File: src/rtl/ahb_stream_sink_pkg.sv
// Shared constants for ahb_stream_sink: AHB codes, register map, STATUS bit
// positions and data-phase state encodings.
package ahb_stream_sink_pkg;

    localparam logic [1:0] HTRANS_IDLE   = 2'b00;
    localparam logic [1:0] HTRANS_BUSY   = 2'b01;
    localparam logic [1:0] HTRANS_NONSEQ = 2'b10;
    localparam logic [1:0] HTRANS_SEQ    = 2'b11;

    localparam logic [1:0] HRESP_OKAY  = 2'b00;
    localparam logic [1:0] HRESP_ERROR = 2'b01;

    // Register offsets as decoded from HADDR[3:2]
    localparam logic [1:0] REG_DATA    = 2'd0;
    localparam logic [1:0] REG_STATUS  = 2'd1;
    localparam logic [1:0] REG_CONTROL = 2'd2;
    localparam logic [1:0] REG_RSVD    = 2'd3;

    localparam int STAT_EMPTY_BIT   = 16;
    localparam int STAT_FULL_BIT    = 17;
    localparam int STAT_OVF_BIT     = 18;
    localparam int CTRL_FLUSH_BIT   = 0;
    localparam int CTRL_CLR_OVF_BIT = 1;

    typedef enum logic [1:0] {
        DP_IDLE  = 2'd0,
        DP_WDATA = 2'd1,
        DP_REG   = 2'd2,
        DP_ERR   = 2'd3
    } dp_state_e;

    function automatic logic htrans_active(input logic [1:0] trans);
        return (trans == HTRANS_NONSEQ) || (trans == HTRANS_SEQ);
    endfunction

endpackage

File: src/rtl/fifo_sync.sv
// Synchronous FIFO with push, pop, flush and occupancy count; head entry is
// presented combinationally from the storage array (first-word fall-through).
module fifo_sync #(
    parameter int WIDTH      = 32,
    parameter int DEPTH_LOG2 = 4
) (
    input  logic                  clk,
    input  logic                  rst,
    input  logic                  push,
    input  logic [WIDTH-1:0]      push_data,
    input  logic                  pop,
    input  logic                  flush,
    output logic [WIDTH-1:0]      rd_data,
    output logic [DEPTH_LOG2:0]   count,
    output logic                  full,
    output logic                  empty
);
    localparam int DEPTH = 1 << DEPTH_LOG2;

    logic [WIDTH-1:0]      mem_q [DEPTH];
    logic [DEPTH_LOG2-1:0] wr_ptr_q, wr_ptr_d;
    logic [DEPTH_LOG2-1:0] rd_ptr_q, rd_ptr_d;
    logic [DEPTH_LOG2:0]   count_q, count_d;
    logic                  do_push, do_pop;

    assign empty   = (count_q == '0);
    assign full    = count_q[DEPTH_LOG2];
    assign count   = count_q;
    assign rd_data = empty ? '0 : mem_q[rd_ptr_q];

    // A push into a full FIFO is legal only when the head leaves in the same cycle
    assign do_pop  = pop & !empty;
    assign do_push = push & (!full | do_pop);

    always_comb begin
        wr_ptr_d = wr_ptr_q;
        rd_ptr_d = rd_ptr_q;
        count_d  = count_q;
        if (do_push) wr_ptr_d = wr_ptr_q + DEPTH_LOG2'(1);
        if (do_pop)  rd_ptr_d = rd_ptr_q + DEPTH_LOG2'(1);
        if (do_push && !do_pop)      count_d = count_q + (DEPTH_LOG2 + 1)'(1);
        else if (!do_push && do_pop) count_d = count_q - (DEPTH_LOG2 + 1)'(1);
        if (flush) begin
            wr_ptr_d = '0;
            rd_ptr_d = '0;
            count_d  = '0;
        end
    end

    always_ff @(posedge clk) begin
        if (rst) begin
            wr_ptr_q <= '0;
            rd_ptr_q <= '0;
            count_q  <= '0;
        end else begin
            wr_ptr_q <= wr_ptr_d;
            rd_ptr_q <= rd_ptr_d;
            count_q  <= count_d;
        end
    end

    always_ff @(posedge clk) begin
        if (do_push) mem_q[wr_ptr_q] <= push_data;
    end

endmodule

File: src/rtl/ahb_stream_sink.sv
// AHB write slave feeding a 32-bit valid/ready stream through a FIFO.
// Define AHB_STREAM_SINK_ERR_ON_FULL_EN to answer full-FIFO writes with ERROR instead of wait states.
module ahb_stream_sink
    import ahb_stream_sink_pkg::*;
#(
    parameter int DEPTH_LOG2     = 4,
    parameter int ADDR_LSB_WIDTH = 4
) (
    input  logic        HCLK,
    input  logic        HRESET,
    input  logic        HSEL,
    input  logic [31:0] HADDR,
    input  logic [1:0]  HTRANS,
    input  logic        HWRITE,
    input  logic [2:0]  HSIZE,
    input  logic [2:0]  HBURST,
    input  logic [31:0] HWDATA,
    input  logic        HREADYin,
    output logic [31:0] HRDATA,
    output logic [1:0]  HRESP,
    output logic        HREADYout,
    output logic        OUT_VALID,
    input  logic        OUT_READY,
    output logic [31:0] OUT_DATA
);
    dp_state_e           state_q, state_d;
    logic [1:0]          addr_q, addr_d;
    logic                write_q, write_d;
    logic [31:0]         rdata_q, rdata_d;
    logic                push, pop, flush, full, empty;
    logic                accept, blocked, ctrl_wr;
    logic [DEPTH_LOG2:0] count;
    logic [31:0]         status;
    logic                unused_bits;

    fifo_sync #(
        .WIDTH      (32),
        .DEPTH_LOG2 (DEPTH_LOG2)
    ) u_fifo (
        .clk       (HCLK),
        .rst       (HRESET),
        .push      (push),
        .push_data (HWDATA),
        .pop       (pop),
        .flush     (flush),
        .rd_data   (OUT_DATA),
        .count     (count),
        .full      (full),
        .empty     (empty)
    );

    assign unused_bits = ^{HSIZE, HBURST, HADDR[31:ADDR_LSB_WIDTH], HADDR[1:0]};

    assign OUT_VALID = !empty;
    assign pop       = OUT_VALID & OUT_READY;
    assign accept    = HSEL & HREADYin & htrans_active(HTRANS);
    // A DATA write can complete while full only if the head drains this same cycle
    assign blocked   = (state_q == DP_WDATA) & full & !pop;
    assign push      = (state_q == DP_WDATA) & !blocked;
    assign ctrl_wr   = (state_q == DP_REG) & write_q & (addr_q == REG_CONTROL);
    assign flush     = ctrl_wr & HWDATA[CTRL_FLUSH_BIT];
    assign HRDATA    = rdata_q;

`ifdef AHB_STREAM_SINK_ERR_ON_FULL_EN
    logic ovf_q, ovf_d;

    always_comb begin
        ovf_d = ovf_q;
        if (blocked) ovf_d = 1'b1;
        if (ctrl_wr && HWDATA[CTRL_CLR_OVF_BIT]) ovf_d = 1'b0;
    end

    always_ff @(posedge HCLK) begin
        if (HRESET) ovf_q <= 1'b0;
        else        ovf_q <= ovf_d;
    end
`endif

    always_comb begin
        status = '0;
        status[DEPTH_LOG2:0]   = count;
        status[STAT_EMPTY_BIT] = empty;
        status[STAT_FULL_BIT]  = full;
`ifdef AHB_STREAM_SINK_ERR_ON_FULL_EN
        status[STAT_OVF_BIT]   = ovf_q;
`endif
    end

    always_comb begin
        HREADYout = !blocked;
        HRESP     = HRESP_OKAY;
`ifdef AHB_STREAM_SINK_ERR_ON_FULL_EN
        // First error cycle holds HREADYout low, second releases it
        if (blocked || state_q == DP_ERR) HRESP = HRESP_ERROR;
`endif
    end

    always_comb begin
        state_d = state_q;
        addr_d  = addr_q;
        write_d = write_q;
        rdata_d = '0;
        if (HREADYin) begin
            state_d = DP_IDLE;
            if (accept) begin
                addr_d  = HADDR[3:2];
                write_d = HWRITE;
                state_d = (HWRITE && HADDR[3:2] == REG_DATA) ? DP_WDATA : DP_REG;
                if (!HWRITE && HADDR[3:2] == REG_STATUS) rdata_d = status;
            end
        end
`ifdef AHB_STREAM_SINK_ERR_ON_FULL_EN
        if (blocked) state_d = DP_ERR;
`endif
    end

    always_ff @(posedge HCLK) begin
        if (HRESET) begin
            state_q <= DP_IDLE;
            addr_q  <= '0;
            write_q <= 1'b0;
            rdata_q <= '0;
        end else begin
            state_q <= state_d;
            addr_q  <= addr_d;
            write_q <= write_d;
            rdata_q <= rdata_d;
        end
    end

endmodule

File: config.mk
export PLATFORM = sky130hd
export DESIGN_NAME = ahb_stream_sink
export DESIGN_NICKNAME = d
export VERILOG_FILES = /design/src/rtl/ahb_stream_sink_pkg.sv /design/src/rtl/fifo_sync.sv /design/src/rtl/ahb_stream_sink.sv
export SDC_FILE = /design/constraint.sdc
export NUM_CORES = 1
export LEC_CHECK = 0
export ABC_AREA = 0
export BUFFER_PORTS_ARGS = -buffer_cell sky130_fd_sc_hd__buf_2
export CORE_ASPECT_RATIO = 1.1
export CORE_MARGIN = 2
export CORE_UTILIZATION = 45
export CTS_CLUSTER_SIZE = 24
export DETAILED_ROUTE_END_ITERATION = 10
export GPL_TIMING_DRIVEN = 1
export SLEW_MARGIN = 15
export SYNTH_ARGS = -nofsm -noshare
export SYNTH_HDL_FRONTEND = slang
export SYNTH_HIERARCHICAL = 1
export SYNTH_SLANG_ARGS = --single-unit
File: constraint.sdc
create_clock -name HCLK -period 3.95 [get_ports HCLK]
set_input_delay 0.1975 -clock HCLK [delete_from_list [all_inputs] [get_ports HCLK]]
set_output_delay 0.1975 -clock HCLK [all_outputs]
set_load 0.005 [all_outputs]
==> metrics.txt <==
status finished, final reports clean; Critical Path Fanout Max 18; Final GP Congestion 0.7048; routed len/inst 24.74 um; Final Hold Fails 0; Initial Util 45.45%; mapped cell area 21150 sq um; Antenna diodes 0; Worst EP arrival 3.62 ns; CTS resizes 0; die area 48740 sq um; CP cell instances nor2_4, nor2b_4, o211a_1, o21a_1, nand2_1, nor3_4, buf_4; total CTS buffers 51; Layout area overhead 15.30%; HP Class input pin to flop; Power Density 447.5 nW/um^2; Leak 0.007714 uW; # Max-Cap Violations 0; Primary FF master, synth edfxtp_1; vias per inst 5.639; number of hold buffers added after cts 46; Worst slew margin 19.52%; CTS tree built; Final setup violation count 0; DRT Wirelength 43.95 mm; Core Area 46520 sq um; Sink Count 541; CP Capture Point u_fifo/mem_q[0][0]; Fin Clk Skew 0.01389 ns; Post-CTS Setup Bufs 0; placed cell count 1636; Worst-path clk slew 0.06 ns; H-tree depth 2; Layout Utilization 52.40%; Worst-Skew Late Latency 0.59 ns; syn_area_per_cell 21.69 sq um; CTS Buffer Depth 3; crit path time final 3.370 ns; Global Route Usage Sum 18.49%; fmax 296.7 MHz; Int Pwr 8753 uW; DP Wirelength 24.08 mm; row cnt 83; gr ovfl total 0; RSZ-0062 raised after global routing no; switching share of total power 19.78%; First-pass DRT Iterations 4; CTS root buf clkbuf_16; worst vdd ir 0.3360 mV; pre-CTS WS 0.5515 ns; first-pass GRT wire length 66.30 mm; most frequent cells in the layout 512 x edfxtp_1, 125 x mux4_2, 81 x buf_2, 52 x clkbuf_16, 46 x dlygate4sd3_1; hold path cells 5; Crit. End Element flop; slowest CP cell nor3_4; r2r setup slk 0.58 ns; ys async rst share 0%; Tot Pwr 10910 uW; sequential power share 57.5%; final worst slack 0.5800 ns; Mapped Cells 975; Worst EP required 4.20 ns; R2R Path Start u_fifo/count[0]; layout cells sized above 1 31.50%; commonest non-fill, non-tap cell in the layout edfxtp_1; Iteration-0 DRC Markers 721; Horiz. Die Dim 210.7 um; Setup TNS 0 ns; FILL cells 3674; Total Nets Final 1229; fin. max-slew vios 0; drt drc 0; Setup crit start kind flop; CP Class flop to flop; Die Ht 231.4 um; P_sw 2158 uW; flops & latches, synth 541; via count of the first global-routing pass 10570; register area share after synthesis 75.46%; slew at the pin closest to its max-slew limit 1.203 ns; total I/O pin count 146; largest net degree at the start of global routing 51; YS warnings 6; CP Launch Point u_fifo/count[0]; combinational share of power 1.9%; via count 10010; HP Start OUT_READY; Layout Cells excl Fill 1776; Final period util 85.32%; slowest cell delay on critical path 0.92 ns; Reg2Reg Capture Point u_fifo/mem_q[0][0]; number of flops mapped to enable cells by yosys 512; initial antenna violation count 0; Clk pwr share 40.6%; synth unique cells 51; Worst R2R Path Depth 7; Post-DRT Antenna Nets 0; Port-buffer cells 81
-- critical path: cells and delay by family (launching register included) --
family | cells | cell delay [ns]
compound gates | 2 | 0.51
buf+inv | 1 | 0.51
flops | 1 | 0.57
simple gates | 4 | 1.42
-- layer usage --
metal | global-route usage [%] | up-vias | part of all wire (%)
li1 | - | 4308 | -
met1 | 24.55 | 5409 | 42
met2 | 32.06 | 239 | 52
met3 | 3.157 | 58 | 4.4
met4 | 4.423 | 0 | 1.8
met5 | 0 | - | 0
-- registers in the layout (all words and copies together) (netlist names), named ones only --
name / cells
HRDATA: 7
state_q: 2
u_fifo/mem_q: 512
u_fifo/wr_ptr_q: 4
u_fifo/count: 5
u_fifo/rd_ptr_q: 4
write_q: 1
addr_q: 2
-- through the flow --
stage                     cell area (sq um)  hold WS, ns
after floorplan                       21260       0.2964
after global placement                22420       0.4600
after detailed placement              22420       0.4611
after CTS                             24380       0.1527
after global routing                  24380       0.1950
final                                 24380       0.1803
-- kinds of logic (layout without fill, tap and decap cells) --
| group | count (synthesis) | after routing | share of synthesized area [%] |
|---|---|---|---|
| XOR/XNOR | 9 | 9 | 0.3728 |
| AO/OA/AOI/OAI | 51 | 51 | 2.254 |
| adder cells (fa/ha/maj) | 11 | 11 | 0.6864 |
| buffers and inverters | 94 | 274 | 2.793 |
| multiplexers | 164 | 164 | 15.58 |
| AND/OR/NAND/NOR | 104 | 104 | 2.840 |
| flip-flops | 541 | 541 | 75.46 |
| other | 1 | 27 | 0.01773 |
-- cells in the mapped netlist, types with 5 or more instances --
library cell,n,area share [%]
nor3_1,11,0.26
edfxtp_1,512,73
nor2_1,30,0.53
mux4_2,125,13
a221o_1,32,1.5
dfxtp_1,29,2.7
nor2b_1,32,0.95
nand2_1,6,0.11
inv_1,16,0.28
ha_1,10,0.59
buf_12,5,0.47
xor2_1,8,0.33
buf_2,23,0.54
buf_4,30,1.1
clkbuf_1,15,0.27
nand2b_1,6,0.18
mux2_2,32,1.7
-- how the worst min path moves through the flow --
stage                         end
2_1_floorplan  u_fifo/mem_q[0][0]
6_report       u_fifo/rd_ptr_q[3]
4_1_cts        u_fifo/rd_ptr_q[3]
3_3_place_gp              write_q
5_1_grt        u_fifo/rd_ptr_q[3]
3_5_place_dp              write_q
-- layout make-up --
cell class	count	area, sq um	area share (%)
clock buffers	61	1335	5.476
clock inverters	33	165.2	0.6774
inverters	16	60.06	0.2463
multi-input cells	366	4840	19.85
flip-flops and latches	541	15970	65.49
well taps	595	744.5	3.054
repair buffers	164	1269	5.204
-- power groups by stage --
stage / Combinational [uW] / Clock, uW / Sequential (uW)
after global routing: 235 / 4760 / 6270
final: 210 / 4430 / 6270
after CTS: 214 / 4540 / 6270
after global placement: 171 / 0 / 6390
after floorplan: 76.9 / 0 / 6400
after detailed placement: 179 / 0 / 6390
Note: power is estimated with default switching activity, not from simulation.
